[src/rtl/rx_edge_bit_timer_pkg.sv]
// rx_edge_bit_timer shared types and constants.
// RX_TRIPLE_SAMPLE_EN selects three strobes per bit and a higher prescale floor.
package rx_timer_pkg;

  typedef enum logic [1:0] {
    ST_IDLE = 2'd0,
    ST_RUN  = 2'd1,
    ST_HOLD = 2'd2,
    ST_ERR  = 2'd3
  } timer_state_e;

`ifdef RX_TRIPLE_SAMPLE_EN
  localparam int PRESC_MIN = 4;
`else
  localparam int PRESC_MIN = 2;
`endif

  localparam logic [1:0] SMP_EARLY = 2'd0;
  localparam logic [1:0] SMP_MID   = 2'd1;
  localparam logic [1:0] SMP_LATE  = 2'd2;

endpackage

[src/rtl/rx_edge_bit_timer_if.sv]
// Config/status bundle between the RX FSM and the bit timer.
// Master side configures and enables; slave side is the timer.
interface rx_edge_bit_timer_if #(
  parameter int PRESCALE_W = 6,
  parameter int BIT_CNT_W  = 4
);
  logic                  cnt_en;
  logic [PRESCALE_W-1:0] prescale;
  logic [BIT_CNT_W-1:0]  frame_bits;
  logic [PRESCALE_W-1:0] edge_cnt;
  logic [BIT_CNT_W-1:0]  bit_cnt;
  logic                  sample_stb;
  logic [1:0]            sample_idx;
  logic                  bit_end;
  logic                  frame_done;
  logic                  presc_err;

  modport master (
    output cnt_en, prescale, frame_bits,
    input  edge_cnt, bit_cnt, sample_stb,
    input  sample_idx, bit_end, frame_done,
    input  presc_err
  );

  modport slave (
    input  cnt_en, prescale, frame_bits,
    output edge_cnt, bit_cnt, sample_stb,
    output sample_idx, bit_end, frame_done,
    output presc_err
  );
endinterface

[src/rtl/rx_edge_bit_timer_decode.sv]
// Mid-bit sample strobe decode from the registered edge counter.
// RX_TRIPLE_SAMPLE_EN adds the mid-1/mid+1 strobes for majority voting.
module rx_sample_decode
  import rx_timer_pkg::*;
#(
  parameter int PRESCALE_W = 6
) (
  input  logic [PRESCALE_W-1:0] i_edge_cnt,
  input  logic [PRESCALE_W-1:0] i_prescale_q,
  input  logic                  i_run,
  output logic                  o_sample_stb,
  output logic [1:0]            o_sample_idx
);

  logic [PRESCALE_W-1:0] w_mid;

  assign w_mid = i_prescale_q >> 1;

`ifdef RX_TRIPLE_SAMPLE_EN
  logic [PRESCALE_W-1:0] w_early;
  logic [PRESCALE_W-1:0] w_late;

  assign w_early = w_mid - PRESCALE_W'(1);
  assign w_late  = w_mid + PRESCALE_W'(1);

  // three strobes around the bit centre
  always_comb begin
    o_sample_stb = 1'b0;
    o_sample_idx = SMP_EARLY;
    unique case (1'b1)
      (i_run && i_edge_cnt == w_early): begin
        o_sample_stb = 1'b1;
        o_sample_idx = SMP_EARLY;
      end
      (i_run && i_edge_cnt == w_mid): begin
        o_sample_stb = 1'b1;
        o_sample_idx = SMP_MID;
      end
      (i_run && i_edge_cnt == w_late): begin
        o_sample_stb = 1'b1;
        o_sample_idx = SMP_LATE;
      end
      default: ;
    endcase
  end
`else
  // single strobe at the bit centre
  always_comb begin
    o_sample_stb = 1'b0;
    o_sample_idx = 2'd0;
    if (i_run && i_edge_cnt == w_mid) begin
      o_sample_stb = 1'b1;
      o_sample_idx = SMP_MID;
    end
  end
`endif

endmodule

[src/rtl/rx_edge_bit_timer.sv]
// UART RX oversampling edge/bit timer with per-frame config latch.
// Sample strobe width set by RX_TRIPLE_SAMPLE_EN (in decode and package).
module rx_edge_bit_timer
  import rx_timer_pkg::*;
#(
  parameter int PRESCALE_W = 6,
  parameter int BIT_CNT_W  = 4
) (
  input  logic              clk,
  input  logic              rst,
  rx_edge_bit_timer_if.slave bus
);

  timer_state_e          r_state;
  logic [PRESCALE_W-1:0] r_edge_cnt;
  logic [BIT_CNT_W-1:0]  r_bit_cnt;
  logic [PRESCALE_W-1:0] r_presc_q;
  logic [BIT_CNT_W-1:0]  r_fbits_q;

  timer_state_e          w_state_nx;
  logic [PRESCALE_W-1:0] w_edge_nx;
  logic [BIT_CNT_W-1:0]  w_bit_nx;
  logic [PRESCALE_W-1:0] w_presc_nx;
  logic [BIT_CNT_W-1:0]  w_fbits_nx;

  logic [PRESCALE_W-1:0] w_presc_eff;
  logic [BIT_CNT_W-1:0]  w_fbits_eff;
  logic [PRESCALE_W-1:0] w_presc_m1;
  logic [BIT_CNT_W-1:0]  w_fbits_m1;
  logic                  w_cfg_ok;
  logic                  w_run;
  logic                  w_last_edge;
  logic                  w_bit_end;
  logic                  w_frame_done;
  logic                  w_stb;
  logic [1:0]            w_idx;

  // live config while idle, latched config once a frame has started
  assign w_presc_eff = (r_state == ST_IDLE) ? bus.prescale
                                            : r_presc_q;
  assign w_fbits_eff = (r_state == ST_IDLE) ? bus.frame_bits
                                            : r_fbits_q;
  assign w_presc_m1  = w_presc_eff - PRESCALE_W'(1);
  assign w_fbits_m1  = w_fbits_eff - BIT_CNT_W'(1);

  assign w_cfg_ok = (bus.prescale >= PRESCALE_W'(PRESC_MIN))
                 && (bus.frame_bits != '0);

  assign w_run        = (r_state == ST_RUN);
  assign w_last_edge  = (r_edge_cnt == w_presc_m1);
  assign w_bit_end    = w_run && w_last_edge;
  assign w_frame_done = w_bit_end && (r_bit_cnt == w_fbits_m1);

  // state, counters and latched config
  always_ff @(posedge clk or negedge rst) begin
    if (!rst) begin
      r_state    <= ST_IDLE;
      r_edge_cnt <= '0;
      r_bit_cnt  <= '0;
      r_presc_q  <= '0;
      r_fbits_q  <= '0;
    end else begin
      r_state    <= w_state_nx;
      r_edge_cnt <= w_edge_nx;
      r_bit_cnt  <= w_bit_nx;
      r_presc_q  <= w_presc_nx;
      r_fbits_q  <= w_fbits_nx;
    end
  end

  // next state and counter values; cnt_en low overrides everything
  always_comb begin
    w_state_nx = r_state;
    w_edge_nx  = r_edge_cnt;
    w_bit_nx   = r_bit_cnt;
    w_presc_nx = r_presc_q;
    w_fbits_nx = r_fbits_q;
    unique case (r_state)
      ST_IDLE: begin
        w_edge_nx = '0;
        w_bit_nx  = '0;
        if (bus.cnt_en) begin
          if (w_cfg_ok) begin
            w_presc_nx = bus.prescale;
            w_fbits_nx = bus.frame_bits;
            w_edge_nx  = PRESCALE_W'(1);
            w_state_nx = ST_RUN;
          end else begin
            w_state_nx = ST_ERR;
          end
        end
      end
      ST_RUN: begin
        if (w_last_edge) begin
          w_edge_nx = '0;
          if (w_frame_done) begin
            w_bit_nx   = '0;
            w_state_nx = ST_HOLD;
          end else begin
            w_bit_nx = r_bit_cnt + BIT_CNT_W'(1);
          end
        end else begin
          w_edge_nx = r_edge_cnt + PRESCALE_W'(1);
        end
      end
      ST_HOLD: begin
        w_edge_nx = '0;
        w_bit_nx  = '0;
      end
      ST_ERR: begin
        w_edge_nx = '0;
        w_bit_nx  = '0;
      end
      default: begin
        w_state_nx = ST_IDLE;
        w_edge_nx  = '0;
        w_bit_nx   = '0;
      end
    endcase
    if (!bus.cnt_en) begin
      w_state_nx = ST_IDLE;
      w_edge_nx  = '0;
      w_bit_nx   = '0;
    end
  end

  rx_sample_decode #(
    .PRESCALE_W (PRESCALE_W)
  ) u_decode (
    .i_edge_cnt   (r_edge_cnt),
    .i_prescale_q (r_presc_q),
    .i_run        (w_run),
    .o_sample_stb (w_stb),
    .o_sample_idx (w_idx)
  );

  assign bus.edge_cnt   = r_edge_cnt;
  assign bus.bit_cnt    = r_bit_cnt;
  assign bus.bit_end    = w_bit_end;
  assign bus.frame_done = w_frame_done;
  assign bus.sample_stb = w_stb;
  assign bus.sample_idx = w_idx;
  assign bus.presc_err  = (r_state == ST_ERR);

endmodule

[src/flat_wrapper.sv]
// flat-port wrapper written by rule: the top's interface ports become plain ports
module rx_edge_bit_timer_flat import rx_timer_pkg::*;
#(
  parameter int PRESCALE_W = 6,
  parameter int BIT_CNT_W  = 4
)
  (clk, rst, bus_cnt_en, bus_prescale, bus_frame_bits, bus_edge_cnt, bus_bit_cnt, bus_sample_stb, bus_sample_idx, bus_bit_end, bus_frame_done, bus_presc_err);
  rx_edge_bit_timer_if #(.PRESCALE_W(PRESCALE_W), .BIT_CNT_W(BIT_CNT_W)) bus_i ();
  input  logic clk;
  input  logic rst;
  input wire logic [$bits(bus_i.cnt_en)-1:0] bus_cnt_en;
  input wire logic [$bits(bus_i.prescale)-1:0] bus_prescale;
  input wire logic [$bits(bus_i.frame_bits)-1:0] bus_frame_bits;
  output wire logic [$bits(bus_i.edge_cnt)-1:0] bus_edge_cnt;
  output wire logic [$bits(bus_i.bit_cnt)-1:0] bus_bit_cnt;
  output wire logic [$bits(bus_i.sample_stb)-1:0] bus_sample_stb;
  output wire logic [$bits(bus_i.sample_idx)-1:0] bus_sample_idx;
  output wire logic [$bits(bus_i.bit_end)-1:0] bus_bit_end;
  output wire logic [$bits(bus_i.frame_done)-1:0] bus_frame_done;
  output wire logic [$bits(bus_i.presc_err)-1:0] bus_presc_err;
  assign bus_i.cnt_en = bus_cnt_en;
  assign bus_i.prescale = bus_prescale;
  assign bus_i.frame_bits = bus_frame_bits;
  assign bus_edge_cnt = bus_i.edge_cnt;
  assign bus_bit_cnt = bus_i.bit_cnt;
  assign bus_sample_stb = bus_i.sample_stb;
  assign bus_sample_idx = bus_i.sample_idx;
  assign bus_bit_end = bus_i.bit_end;
  assign bus_frame_done = bus_i.frame_done;
  assign bus_presc_err = bus_i.presc_err;
  rx_edge_bit_timer #(.PRESCALE_W(PRESCALE_W), .BIT_CNT_W(BIT_CNT_W)) u_core (.clk(clk), .rst(rst), .bus(bus_i));
endmodule
[config.mk]
export PLATFORM = sky130hd
export DESIGN_NAME = rx_edge_bit_timer_flat
export DESIGN_NICKNAME = d
export VERILOG_FILES = /design/src/rtl/rx_edge_bit_timer_pkg.sv /design/src/rtl/rx_edge_bit_timer_if.sv /design/src/rtl/rx_edge_bit_timer_decode.sv /design/src/rtl/rx_edge_bit_timer.sv /design/src/flat_wrapper.sv
export SDC_FILE = /design/constraint.sdc
export NUM_CORES = 1
export LEC_CHECK = 0
export ABC_AREA = 1
export BUFFER_PORTS_ARGS = -buffer_cell sky130_fd_sc_hd__buf_2
export CORE_ASPECT_RATIO = 0.75
export CORE_MARGIN = 2
export CORE_UTILIZATION = 40
export CTS_CLUSTER_DIAMETER = 200
export CTS_CLUSTER_SIZE = 14
export DETAILED_ROUTE_END_ITERATION = 6
export PLACE_DENSITY = 0.61
export SETUP_SLACK_MARGIN = 0.05
export SLEW_MARGIN = 15
export SYNTH_ARGS = -nofsm -noshare
export SYNTH_HDL_FRONTEND = slang
export SYNTH_HIERARCHICAL = 1
export SYNTH_SLANG_ARGS = --single-unit
[constraint.sdc]
create_clock -name clk -period 2.9 [get_ports clk]
set_input_delay 0.145 -clock clk [delete_from_list [all_inputs] [get_ports clk]]
set_output_delay 0.145 -clock clk [all_outputs]
set_load 0.01 [all_outputs]
Yosys cells after proc, flatten, opt, wreduce, memory -nomap -nowiden
Cells that the tools add are included.
{ "classes": {"addsub": 4, "mul": 0, "div_mod_pow": 0, "magnitude_cmp": 1, "eq_ne": 9, "shift": 0, "n_mux": 17, "bitwise": 0, "reduce_logical": 10} }
{ "op_table": {"columns": ["operator", "n"], "rows": [
  ["$mux W6", 3],
  ["$pmux W6 S3", 1],
  ["$mux W4", 4],
  ["$mux W2", 4],
  ["$pmux W4 S2", 1],
  ["$add A6 B1 Y6 const B", 1],
  ["$eq A6 B5 Y1", 1],
  ["$eq A6 B6 Y1", 1],
  ["$ge A6 B2 Y1 const B", 1],
  ["$reduce_and A3 Y1", 2],
  ["$sub A6 B1 Y6 const B", 1],
  ["$add A4 B1 Y4 const B", 1],
  ["$eq A2 B2 Y1 const B", 2],
  ["$eq A4 B4 Y1", 1],
  ["$logic_and A1 B1 Y1", 4],
  ["$pmux W2 S2", 1],
  ["$reduce_bool A4 Y1", 1],
  ["$sub A4 B1 Y4 const B", 1],
  ["$mux W1", 3],
  ["$ne A3 B1 Y1 const B", 1],
  ["$ne A3 B2 Y1 const B", 1],
  ["$ne A3 B3 Y1 const B", 1],
  ["$reduce_or A3 Y1", 1],
  ["$eq A2 B1 Y1 const B", 1],
  ["2 further kinds", 2]
]} }
{ "totals": {"reg_bits": 22, "latch_bits": 0, "ram_bits": 0, "mem_bits_ro": 0, "input_bits": 13, "output_inout_bits": 16, "wordCells": 46, "memories": 0} }

Logic depth before layout (Yosys ltp)
{ "logic_depth": {"depth_word": 10, "depth_mapped": 16} }

Modules after synthesis
Netlist, hierarchy kept.
{ "modules_own_cells": {"columns": ["mod", "instances", "cells_per_inst", "area_per_inst_um2"], "rows": [
  ["rx_edge_bit_timer", 1, 209, 1519.0],
  ["rx_sample_decode", 1, 26, 117.6]
]} }

Least setup slack after synthesis
No wires, ideal clock.
{ "synth_path": {"kind": "reg2reg", "start": "register u_core.r_state[1]", "end": "register u_core.r_state[0]", "t_arrival_ns": 2.023, "required_time_ns": 2.780, "path_slack_ns": 0.756, "stages_incl_launch_ff": 16, "n_path_buf": 1, "synth_period_minus_slack_ns": 2.144, "cell_sequence": "dfrtp_1 -> nor2_4 -> buf_6 -> nand2_2 -> o21ai_2 -> ha_1 -> xor2_1 -> nand2_1 -> nor2_1 -> nand2_1 -> nor2_2 -> nand4_1 -> nor2_2 -> nor2_2 -> inv_1 -> nand2_1"} }
{ "synth_via": {"elab_chain_len": 8, "elab_cells_between_ends": 16, "classes_between": "add/sub (2); eq/ne (6); mux (4); reduce/logical (4)"} }
{ "synth_lines": {"columns": ["element", "line", "source"], "rows": [
  ["start, declared", "rx_edge_bit_timer.sv:14", "timer_state_e r_state;"],
  ["start signal, assigned", "rx_edge_bit_timer.sv:63", "r_state <= w_state_nx;"],
  ["$logic_not A2 Y1", "rx_edge_bit_timer.sv:39, rx_edge_bit_timer.sv:41", null],
  ["$mux W6", "rx_edge_bit_timer.sv:39", "assign w_presc_eff = (r_state == ST_IDLE) ? bus.prescale"],
  ["$sub A6 B1 Y6", "rx_edge_bit_timer.sv:43", "assign w_presc_m1 = w_presc_eff - PRESCALE_W'(1);"],
  ["$eq A6 B6 Y1", "rx_edge_bit_timer.sv:50", "assign w_last_edge = (r_edge_cnt == w_presc_m1);"],
  ["$logic_and A1 B1 Y1", "rx_edge_bit_timer.sv:51", "assign w_bit_end = w_run && w_last_edge;"],
  ["$logic_and A1 B1 Y1 (*)", "rx_edge_bit_timer.sv:52", "assign w_frame_done = w_bit_end && (r_bit_cnt == w_fbits_m1);"],
  ["via bus_frame_done", "flat_wrapper.sv:19", "output wire logic [$bits(bus_i.frame_done)-1:0] bus_frame_done;"],
  ["$ne A3 B3 Y1 (no source line) (*)", null, null],
  ["$reduce_and A3 Y1 (no source line) (*)", null, null]
]} }
The timed path passes the listed nets; every way through them passes the cells marked *.
A chain may end at the register's enable or synchronous reset.

Worst setup path after layout
{ "layout_path": {"start": "register u_core.r_state[0]", "end": "output bus_frame_done"} }
{ "layout_via": {"elab_chain_len": 6, "elab_cells_between_ends": 10, "classes_between": "add/sub (2); eq/ne (3); mux (2); reduce/logical (3)"} }
{ "layout_lines": {"columns": ["element", "line"], "rows": [
  ["$logic_not A2 Y1", "rx_edge_bit_timer.sv:39, rx_edge_bit_timer.sv:41"],
  ["$mux W6", "rx_edge_bit_timer.sv:39"],
  ["$sub A6 B1 Y6", "rx_edge_bit_timer.sv:43"],
  ["$eq A6 B6 Y1", "rx_edge_bit_timer.sv:50"],
  ["$logic_and A1 B1 Y1", "rx_edge_bit_timer.sv:51"],
  ["$logic_and A1 B1 Y1 (*)", "rx_edge_bit_timer.sv:52"],
  ["end, declared", "flat_wrapper.sv:19"]
]} }
Every way passes the cells marked *; elsewhere a longest branch is shown, timed or not.

==> results.toml <==
[clock_network]
cts_tree = "built"
cts.path.max_buffers = 2
clock_latency_ps = 270
clkSlewWorstSetupHoldPaths_ps = 90
cts_buffers = 3
htreeDepth = 1
cts_resized = 0
cts_sinks = 22
clockRootBuffer = "clkbuf_8"

[worst_hold_path]
hold_path.startpoint = "bus_cnt_en"
hold_path_end = "u_core/r_state[1]"
worstHoldPathCells = 3
hp-class = "in -> reg"

[cells_and_area]
antenna_cells = 0
nets = 283
post-route-cell-area_sq_um = 1910
drive_above_1_share = 0.208
layout.cells.non_filler = 320
areaGrowthSynthToFinish_pct = 16.7

[synth]
syn_avg_cell_area_sq_um = 6.96
synthCells = 235
yosysWarnings = 6
ys.flop_type = "dfrtp_1"
ys_seq_elements = 22
ys_types = 26
synth_edf_count = 0
syn-cell-area_sq_um = 1640
synth_seq_area_share = 0.336
synthArstFlopShare = 1.00
syn-num-nets = 252

[route]
avgRoutedWirePerCell_um = 12.5
ant_nets = 0
vias_per_cell = 4.82
drc_errors = 0
first_iter_violations = 123
drtPass1Iterations = 6
wl_um = 3990
vias = 1542

[setup_path]
worstReg2RegEnd = "u_core/r_state[0]"
rr_startpoint = "u_core/r_state[0]"
r2r_cells = 15
slowest_stage = "dfrtp_1"
crit_path_cell_trace = "inv_1 > nand2_4 > nand2_1 > nand2_4 > ha_1 > xor2_1 > nand2_1 > nor2_1 > nand2_1 > nor2_2 > nand4_1 > nor2_2 > buf_2"
crit_path_start_kind = "register"
critPathMaxFanout = 9
rrSetupSlack_ps = 570
end_kind = "output pin"
crit_arrival_ps = 2450
critPathRequiredTime_ps = 2760
critPathMostFrequentCell = "nand2_1"
cpPeakStageDelay_ps = 430
critPathKind = "reg -> out"

[timing]
timing.slew.headroom = 0.655
period_share = 0.896
hold_viol_final = 0
fin_worst_skew_ps = 9.03
tns_ps = 0
worst_slew_pin_slew_ps = 518
max_clock_freq_ghz = 0.385
drv_slew = 0
min_period_ps = 2600
setup_viol = 0
rsz0062_at_grt = "no"

[floorplanning]
die_x_um = 77.9
io_pins = 29
rows = 20
coreArea_sq_um = 3980
die_area_sq_um = 4620
initial_core_util = 0.411
die_y_um = 59.4

[pwr]
p_leak_nw = 1.02
max-vdd-ir-drop_v = 0.000319
p_per_area_nw_per_um2 = 959

[placement]
place_hpwl_um = 3050
place.gp.congestion = 0.904
numPortBuffers = 27
dp.cells = 313
placed_cell_area_sq_um = 1810

[outcome]
status = "completed"

[grt]
grt_first_pass_wirelength_um = 6600
grt_max_degree = 23
antenna_found_initial = 0
grt_pass1_vias = 1360
grt_usage = 0.186
gr-total-overflow = 0

[run]
cap_viol_max_count = 0
## area by class of cell
type	count	area [sq um]
sequential	22	551
tap	55	68.8
clock buffer	3	41.3
timing repair buffer	32	175
clock inverter	1	30.0
fill	415	2070
multi-input combinational	166	891
inverter	41	154
## cells in the mapped netlist (4+ instances only)
library cell,count,area [sq um]
nor2_2,4,25.0
nand3_1,20,100
dfrtp_1,22,551
nor2_1,14,52.6
nand2_1,64,240
ha_1,4,50.1
xnor2_1,4,35.0
xor2_1,7,61.3
nand2_4,5,56.3
nand4_1,6,37.5
o21ai_0,19,95.1
inv_1,39,146
## where the power goes
| group | switching, mW | internal, mW |
|---|---|---|
| clock network | 0.115 | 0.185 |
| registers | 0.110 | 0.394 |
| logic | 0.643 | 0.385 |
## worst max-delay path, delay by kind of cell, from the launching register on
kind | cells | cell delay [ps]
buffers and inverters | 2 | 270
adder cells (fa/ha/maj) | 1 | 310
XOR/XNOR | 1 | 160
AND/OR/NAND/NOR | 9 | 1010
flip-flops | 1 | 430
## state kept, by name, indices dropped and copies added, names as in the netlist
register	flops
u_core/r_presc_q	6
u_core/r_fbits_q	4
u_core/r_state	2
u_core/bus.edge_cnt	6
u_core/bus.bit_cnt	4
## layer usage
metal / up-vias / GRT usage / wire, um
met5: - / 0 / 0
met4: 0 / 0.0153 / 0
met3: 0 / 0.0366 / 264
met2: 43 / 0.307 / 1720
met1: 708 / 0.267 / 2000
li1: 791 / - / -
## stage by stage
stage | setup slack (ps) | power (mW) | util | hold WS [ps]
after floorplan | 756 | 1.29 | - | -151
final | 302 | 1.83 | 0.480 | 166
after CTS | 245 | 1.80 | 0.476 | 154
after global placement | 613 | 1.47 | 0.456 | 147
after global routing | 71.9 | 2.00 | 0.480 | 163
after detailed placement | 537 | 1.49 | 0.456 | 152
## worst max path at each step
stage,startpoint,to,slack [ps],cells past startpoint
floorplan,u_core/r_state[1],u_core/r_state[0],760,15
global placement,u_core/r_state[1],u_core/r_state[0],610,14
detailed placement,u_core/r_state[1],u_core/r_state[0],540,14
CTS,u_core/r_state[1],bus_frame_done,250,12
global route,u_core/r_state[0],bus_frame_done,70,12
finish,u_core/r_state[0],bus_frame_done,300,13
## timing repair
| item | CTS | global route |
|---|---|---|
| hold buffers | 1 | 0 |
| buffers inserted | 0 | 2 |
| endpoints found under the hold margin | 22 | 0 |
| setup endpoints to repair | 0 | 1 |
## cells by family after synthesis
logic type	synth area share
flip-flops	0.336
other	0.00229
adder cells (fa/ha/maj)	0.0306
multiplexers	0.00612
XOR/XNOR	0.0589
AND/OR/NAND/NOR	0.359
buffers and inverters	0.119
AO/OA/AOI/OAI	0.0879
## cells in the final DEF, fill, tap and decap left out, types with 3 or more instances in the layout
cell type  synthesis  layout
buf_4              3       4
nand2_2            3       3
nand2_4            5       5
buf_2              0      27
nor3_1             3       3
nand4_1            6       6
clkbuf_8           0       3
inv_1             39      39
ha_1               4       4
nand3_1           20      20
nor2_2             4       4
dfrtp_1           22      22
o21ai_0           19      19
nand3_2            3       3
xnor2_1            4       4
nor2_1            14      14
o21ai_2            3       3
nand2_1           64      64
xor2_1             7       7
a21oi_1            3       3
(Power assumes the default switching activity.)
